--- src/rtl/pipeline_skid_buffer_pkg.sv ---
// Shared definitions for the elastic skid-buffer stage: state encoding doubles as occupancy.
package pipeline_skid_buffer_pkg;

   typedef enum logic [1:0] {
      PSB_EMPTY = 2'b00,
      PSB_BUSY  = 2'b01,
      PSB_FULL  = 2'b10
   } psb_state_e;

   localparam int unsigned PSB_DEPTH = 2;

endpackage

--- src/rtl/pipeline_skid_buffer.sv ---
// Two-entry elastic stage register (main + skid) with registered in_ready and synchronous flush.
// Head entry always sits in main; skid only ever holds the younger entry.
module pipeline_skid_buffer
   import pipeline_skid_buffer_pkg::*;
#(
   parameter int unsigned      WIDTH      = 32,
   parameter logic [WIDTH-1:0] RESET_DATA = '0
) (
   input  logic             clk,
   input  logic             reset,
   input  logic             flush,
   input  logic             in_valid,
   output logic             in_ready,
   input  logic [WIDTH-1:0] in_data,
   output logic             out_valid,
   input  logic             out_ready,
   output logic [WIDTH-1:0] out_data,
   output logic [1:0]       occupancy
);

   psb_state_e       state, state_nxt;
   logic [WIDTH-1:0] main_q, skid_q;
   logic             load_main, main_from_skid, load_skid;
   logic             in_fire, out_fire;

   assign out_valid = (state != PSB_EMPTY);
   assign in_ready  = (state != PSB_FULL);
   assign occupancy = state;
   assign out_data  = main_q;

   assign in_fire  = in_valid & in_ready;
   assign out_fire = out_valid & out_ready;

   always_comb begin
      state_nxt      = state;
      load_main      = 1'b0;
      main_from_skid = 1'b0;
      load_skid      = 1'b0;
      if (flush) begin
         state_nxt = PSB_EMPTY;
      end else begin
         case (state)
            PSB_EMPTY: begin
               if (in_fire) begin
                  state_nxt = PSB_BUSY;
                  load_main = 1'b1;
               end
            end
            PSB_BUSY: begin
               if (in_fire && out_fire) begin
                  load_main = 1'b1;
               end else if (in_fire) begin
                  state_nxt = PSB_FULL;
                  load_skid = 1'b1;
               end else if (out_fire) begin
                  state_nxt = PSB_EMPTY;
               end
            end
            PSB_FULL: begin
               // in_ready is low here, so only the drain side can move
               if (out_fire) begin
                  state_nxt      = PSB_BUSY;
                  load_main      = 1'b1;
                  main_from_skid = 1'b1;
               end
            end
            default: state_nxt = PSB_EMPTY;
         endcase
      end
   end

   always_ff @(posedge clk or posedge reset) begin
      if (reset) begin
         state  <= PSB_EMPTY;
         main_q <= RESET_DATA;
         skid_q <= RESET_DATA;
      end else begin
         state <= state_nxt;
         if (flush) begin
            main_q <= RESET_DATA;
            skid_q <= RESET_DATA;
         end else begin
            if (load_main) main_q <= main_from_skid ? skid_q : in_data;
            if (load_skid) skid_q <= in_data;
         end
      end
   end

endmodule
--- config.mk ---
export PLATFORM = sky130hd
export DESIGN_NAME = pipeline_skid_buffer
export DESIGN_NICKNAME = d
export VERILOG_FILES = /design/src/rtl/pipeline_skid_buffer_pkg.sv /design/src/rtl/pipeline_skid_buffer.sv
export SDC_FILE = /design/constraint.sdc
export NUM_CORES = 1
export LEC_CHECK = 0
export BUFFER_PORTS_ARGS = -buffer_cell sky130_fd_sc_hd__buf_2
export CORE_ASPECT_RATIO = 0.8
export CORE_MARGIN = 2
export CORE_UTILIZATION = 55
export CTS_BUF_LIST = sky130_fd_sc_hd__clkbuf_8
export CTS_CLUSTER_DIAMETER = 120
export DETAILED_ROUTE_END_ITERATION = 12
export HOLD_SLACK_MARGIN = 0.03
export PLACE_DENSITY = 0.83
export SYNTH_ARGS = -nofsm -noshare
export SYNTH_HDL_FRONTEND = slang
export SYNTH_SLANG_ARGS = --single-unit
--- constraint.sdc ---
create_clock -name clk -period 4.8 [get_ports clk]
set_input_delay 0.24 -clock clk [delete_from_list [all_inputs] [get_ports clk]]
set_output_delay 0.24 -clock clk [all_outputs]
set_load 0.01 [all_outputs]
==> results of run 1 <==
## worst paths after layout
path                              start  slack [ns]            to  depth (start not counted)
min                               reset        0.13  out_data[25]                          3
max reg2reg                occupancy[1]        2.71  out_data[14]                          3
max                        occupancy[1]        2.71  out_data[14]                          3
min reg2reg                out_data[28]        0.49  out_data[28]                          1
max in group asynchronous         reset        4.13  out_data[18]                          3
min in group clk             in_data[9]        0.13     skid_q[9]                          3
## report_power, final
group	switching (mW)	internal, mW
clock	0.211	0.303
sequential	0.0194	0.587
combinational	0.0873	0.0582
total	0.317	0.948
## stage by stage
stage,hold WS [ns],util (%),std cells,power (mW)
after floorplan,0.307,-,268,0.700
after detailed placement,0.468,64.9,385,0.763
after global routing,0.118,69.2,401,1.31
after global placement,0.466,64.9,385,0.759
final,0.129,69.2,401,1.27
after CTS,0.115,69.2,401,1.28
## cell type report
type	instances	area [sq um]
flip-flops and latches	66	1650
fillers	389	1570
multi-input cells	177	1170
repair buffers	77	398
clock buffers	10	138
clock inverters	6	81.3
well taps	62	77.6
inverters	3	11.3
## metal layers
metal  vias to the layer above  GRT usage (%)  part of all wire [%]
li1                       1067              -                     -
met1                      1096           33.5                    47
met2                        72           31.7                    46
met3                         5           8.21                   6.8
met4                         0           5.82                  0.43
met5                         -              0                     0
## cell usage after synthesis (all sizes together)
library cell	n
a211oi	1
a21o	1
a21oi	33
a221oi	1
a32oi	1
and4bb	1
buf	16
clkbuf	6
dfrtp	66
inv	3
mux2	1
mux2i	32
nand2	68
nand4bb	1
nor2	1
nor2b	1
nor4bb	1
o2bb2ai	32
or2	1
or3b	1
## kinds of logic (layout without fill, tap and decap cells)
family	count (synthesis)	after routing	synth area share (%)
simple gates	75	75	10.6
compound gates	69	69	17.0
flops	66	66	55.8
mux	33	33	11.3
buf+inv	25	96	5.20
## sequential cells by signal (all words and copies together) (netlist names)
register	count
out_data	32
skid_q	32
occupancy	2
## worst reg2reg max path: cells and delay by family, from the launching register on
kind | cells | cell delay [ns]
AND/OR/NAND/NOR | 1 | 1.03
AO/OA/AOI/OAI | 1 | 0.09
multiplexers | 1 | 0.30
flip-flops | 1 | 0.54
==> impl_metrics.env, run 1 <==
export IMPL_wl_per_cell_microns=15.8
export IMPL_syn_nets=305
export IMPL_pin_count=73
export IMPL_critPathMaxFanout=32
export IMPL_tightest_slew_ns=1.11
export IMPL_path_class="reg2reg"
export IMPL_yosys_area_top_type="dfrtp_1"
export IMPL_track_usage_pct=22.6
export IMPL_ys_types=22
export IMPL_dp_slack_ns=2.55
export IMPL_core_rowCount=23
export IMPL_drt_iter0_drc=137
export IMPL_arrival_ns=2.30
export IMPL_slew_headroom_pct=26.1
export IMPL_setup_ws_ns=2.71
export IMPL_htree_levels=3
export IMPL_die_h_microns=69.6
export IMPL_antenna_found_initial=0
export IMPL_clock_path_buffers=2
export IMPL_ys_seq_area_share_pct=55.8
export IMPL_grt_max_degree=67
export IMPL_min_path_type="in2async"
export IMPL_grt_pass1_vias=2084
export IMPL_areaGrowthSynthToFinish_pct=19.2
export IMPL_grt_first_pass_wirelength_microns=10400
export IMPL_synth_area_sq_um=2960
export IMPL_ctsResizeCount=0
export IMPL_cts_buffers=9
export IMPL_globalRoute_totalOverflow=0
export IMPL_antenna_left=0
export IMPL_clk_latency_ns=0.34
export IMPL_dr_pass1_iters=4
export IMPL_critPathTopFamily="simple AND/OR/NAND/NOR gates"
export IMPL_avgSynthCellArea_sq_um=11.0
export IMPL_synthTopCellsByArea="dfrtp_1 56%, mux2i_1 11%, o2bb2ai_1 9.5%, nand2_1 8.6%, a21oi_1 5.6%"
export IMPL_slowest_delay_ns=1.03
export IMPL_status="completed"
export IMPL_fin_crit_sh_pct=43.6
export IMPL_place_area_sq_um=3310
export IMPL_final_common_cell="buf_2"
export IMPL_start_util_pct=58.1
export IMPL_drive_gt1_share_pct=29.5
export IMPL_die_x_microns=86.0
export IMPL_critPathBufInv=0
export IMPL_setup_violations=0
export IMPL_postCtsSetupRepairBufs=0
export IMPL_slowest_stage="and4bb_2"
export IMPL_rsz0062_at_grt="no"
export IMPL_final_max_slew_viol_count=0
export IMPL_skew_ns=0.00722
export IMPL_drc=0
export IMPL_path_cells="and4bb_2 -> mux2i_1 -> o2bb2ai_1"
export IMPL_syn_inst=268
export IMPL_cts_sinks=66
export IMPL_cts_hold_buffers_added=0
export IMPL_fin_tns_setup_ns=0
export IMPL_core_area_sq_um=5090
export IMPL_required_ns=5.01
export IMPL_n_antenna_cell=0
export IMPL_irDropWorstVdd_uv=188
export IMPL_maxCapViolations=0
export IMPL_viasPerCell=5.59
export IMPL_synth_seq_cells=66
export IMPL_worstSetupEndpointType="flip-flop"
export IMPL_drt_total_wl_microns=6330
export IMPL_start_kind="flip-flop"
export IMPL_vias=2240
export IMPL_final_area_sq_um=3520
export IMPL_port_buffers=72
export IMPL_place_hpwl_microns=3950
export IMPL_mostFrequentLayoutCells="72 x buf_2, 68 x nand2_1, 66 x dfrtp_1, 33 x a21oi_1"
export IMPL_nets=371
export IMPL_p_per_area_nw_per_um2=359
export IMPL_clk_pin_slew_ns=0.07
export IMPL_fmax_ghz=0.478
export IMPL_dieArea_sq_um=5980
export IMPL_cts_tree="yes"
export IMPL_hold_violations=0
export IMPL_root_buffer="clkbuf_8"
export IMPL_p_leak_nw=1.59
export IMPL_layout_min_cycle_time_ns=2.09
export IMPL_yosysTopAreaCellShare_pct=55.8
export IMPL_yosysWarnings=0
export IMPL_gp_congestion=0.731
(Power assumes the default switching activity.)
==> inputs of run 2 (changes only) <==
--- a/config.mk
+++ b/config.mk
@@ -8,12 +8,12 @@
 export BUFFER_PORTS_ARGS = -buffer_cell sky130_fd_sc_hd__buf_2
 export CORE_ASPECT_RATIO = 0.8
 export CORE_MARGIN = 2
-export CORE_UTILIZATION = 55
+export CORE_UTILIZATION = 50
 export CTS_BUF_LIST = sky130_fd_sc_hd__clkbuf_8
 export CTS_CLUSTER_DIAMETER = 120
 export DETAILED_ROUTE_END_ITERATION = 12
 export HOLD_SLACK_MARGIN = 0.03
-export PLACE_DENSITY = 0.83
+export PLACE_DENSITY = 0.8
 export SYNTH_ARGS = -nofsm -noshare
 export SYNTH_HDL_FRONTEND = slang
 export SYNTH_SLANG_ARGS = --single-unit
==> constraint.sdc (replaced) <==
create_clock -name clk -period 1.71 [get_ports clk]
set_input_delay 0.0855 -clock clk [delete_from_list [all_inputs] [get_ports clk]]
set_output_delay 0.0855 -clock clk [all_outputs]
set_load 0.01 [all_outputs]
==> run 2 against run 1 <==
Compared with the run above:
- sequential power grew to 2.8 times the previous value
- hold slack lost 0.048 ns
- final area grew 12%
- first-iteration DRC count grew 1.5%
- utilization shrank 1.4 points
- total power grew to 2.7 times the previous value
- fmax grew 31%
- combinational power grew to 3.4 times the previous value
==> impl_metrics.env, run 2 (same netlist as run 1, synthesis figures left out) <==
export IMPL_status="completed"
export IMPL_maxCapViolations=0
export IMPL_dr_pass1_iters=5
export IMPL_root_buffer="clkbuf_8"
export IMPL_areaGrowthSynthToFinish_pct=33.4
export IMPL_arrival_ns=1.85
export IMPL_wl_per_cell_microns=15.6
export IMPL_nets=410
export IMPL_final_common_cell="buf_2"
export IMPL_n_antenna_cell=0
export IMPL_globalRoute_totalOverflow=0
export IMPL_pwr_share_comb_pct=14.4
export IMPL_vias=2382
export IMPL_cp_depth=4
export IMPL_final_max_slew_viol_count=0
export IMPL_slowest_delay_ns=0.47
export IMPL_antenna_left=0
export IMPL_m1WireLength_microns=3160
export IMPL_place_hpwl_microns=4460
export IMPL_worstHoldPathCells=2
export IMPL_clk_latency_ns=0.34
export IMPL_pin_count=73
export IMPL_required_ns=1.97
export IMPL_start_kind="flip-flop"
export IMPL_irDropWorstVdd_uv=540
export IMPL_critPathBufInv=1
export IMPL_skew_ns=0.00579
export IMPL_port_buffers=72
export IMPL_drc=0
export IMPL_cp_endpoint="out_data[22]"
export IMPL_clk_pin_slew_ns=0.06
export IMPL_highest_layer="met4"
export IMPL_wl_met3_microns=302
export IMPL_track_usage_pct=23.8
export IMPL_tightest_slew_ns=0.598
export IMPL_power_internal_mw=2.57
export IMPL_htree_levels=3
export IMPL_swShare_pct=25.5
export IMPL_layout_min_cycle_time_ns=1.60
export IMPL_power_switching_uw=880
export IMPL_reg2reg_depth=4
export IMPL_dieArea_sq_um=6550
export IMPL_fin_crit_sh_pct=93.4
export IMPL_fmax_ghz=0.626
export IMPL_reg2reg_to="out_data[22]"
export IMPL_die_h_microns=72.8
export IMPL_hold_violations=0
export IMPL_core_rowCount=25
export IMPL_die_x_microns=90.0
export IMPL_fin_tns_setup_ns=0
export IMPL_final_cells=458
export IMPL_grt_max_degree=33
export IMPL_setup_violations=0
export IMPL_wl_met2_microns=3620
export IMPL_antenna_found_initial=0
export IMPL_cts_sinks=66
export IMPL_reg2reg_slack_ns=0.11
export IMPL_cts_tree="yes"
export IMPL_p_leak_nw=1.76
export IMPL_grt_pass1_vias=2462
export IMPL_slew_headroom_pct=60.0
export IMPL_rsz0062_at_grt="no"
export IMPL_grt_first_pass_wirelength_microns=12200
export IMPL_drt_iter0_drc=139
export IMPL_start_util_pct=50.8
export IMPL_path_cells="mux2_4 -> a221oi_4 -> buf_4 -> o2bb2ai_1"
export IMPL_reg2reg_from="occupancy[1]"
export IMPL_slowest_stage="dfrtp_2"
export IMPL_path_class="reg2reg"
export IMPL_postCtsSetupRepairBufs=0
export IMPL_p_clk_share_pct=36.2
export IMPL_dp_cells=410
export IMPL_mostFrequentLayoutCells="72 x buf_2, 68 x nand2_1, 65 x dfrtp_1, 33 x a21oi_1, 33 x dlygate4sd3_1"
export IMPL_drt_total_wl_microns=7130
export IMPL_drive_gt1_share_pct=27.9
export IMPL_critPathTopFamily="flip-flops"
export IMPL_critPathMaxFanout=19
export IMPL_min_path_type="in2reg"
export IMPL_clock_path_buffers=2
export IMPL_worstSetupEndpointType="flip-flop"
export IMPL_core_area_sq_um=5820
export IMPL_pwr_share_seq_pct=49.4
export IMPL_gp_congestion=0.717
export IMPL_critPathLaunch="occupancy[1]"
export IMPL_p_per_area_nw_per_um2=874
export IMPL_viasPerCell=5.20
export IMPL_cts_buffers=9
run 2: worst min path at each step:
| stage | startpoint | to | slack, ns |
|---|---|---|---|
| 2_1_floorplan | out_ready | occupancy[1] | 0.15 |
| 3_3_place_gp | reset | out_data[11] | 0.17 |
| 3_5_place_dp | reset | out_data[11] | 0.19 |
| 4_1_cts | out_ready | occupancy[1] | 0.07 |
| 5_1_grt | out_ready | occupancy[1] | 0.08 |
| 6_report | out_ready | occupancy[1] | 0.08 |
run 2: through the flow:
step                      power, mW  setup WS, ns  utilization [%]  hold WS, ns  area (sq um)
after global routing           3.60        0.0422             67.8       0.0812          3950
after floorplan                1.97         0.197                -        0.152          2960
after CTS                      3.47        0.0641             67.8       0.0743          3940
after detailed placement       2.17        0.0493             58.9        0.190          3430
after global placement         2.16         0.147             58.9        0.172          3430
final                          3.45         0.112             67.8       0.0809          3950
run 2: layout make-up:
class / count / area [sq um]
clock buffers: 10 / 138
flip-flops and latches: 66 / 1650
well taps: 81 / 101
multi-input cells: 177 / 1170
inverters: 3 / 15.0
repair buffers: 116 / 823
clock inverters: 5 / 47.5
fillers: 454 / 1870
run 2: worst register-to-register path: cells and delay by family, from the launching register on:
kind | cells | cell delay [ns]
mux | 1 | 0.35
buf+inv | 1 | 0.29
flops | 1 | 0.47
compound gates | 2 | 0.40
run 2: power by group through the flow:
stage	clock network, mW	registers (mW)	logic, mW
after floorplan	0	1.75	0.212
after global placement	0	1.73	0.426
after detailed placement	0	1.73	0.441
after CTS	1.27	1.71	0.497
after global routing	1.34	1.71	0.546
final	1.25	1.70	0.497
run 2: metal layers:
metal	vias up	global-route usage (%)
li1	1145	-
met2	54	41.4
met3	8	6.51
met1	1175	29.9
met5	-	0
met4	0	6.67
run 2: repair_timing:
| action | 4_1_cts | 5_1_grt |
|---|---|---|
| hold endpoints to repair | 58 | 0 |
| hold buffers | 33 | 0 |
| endpoints found under the setup margin | 0 | 9 |
| gates resized for setup | 0 | 1 |
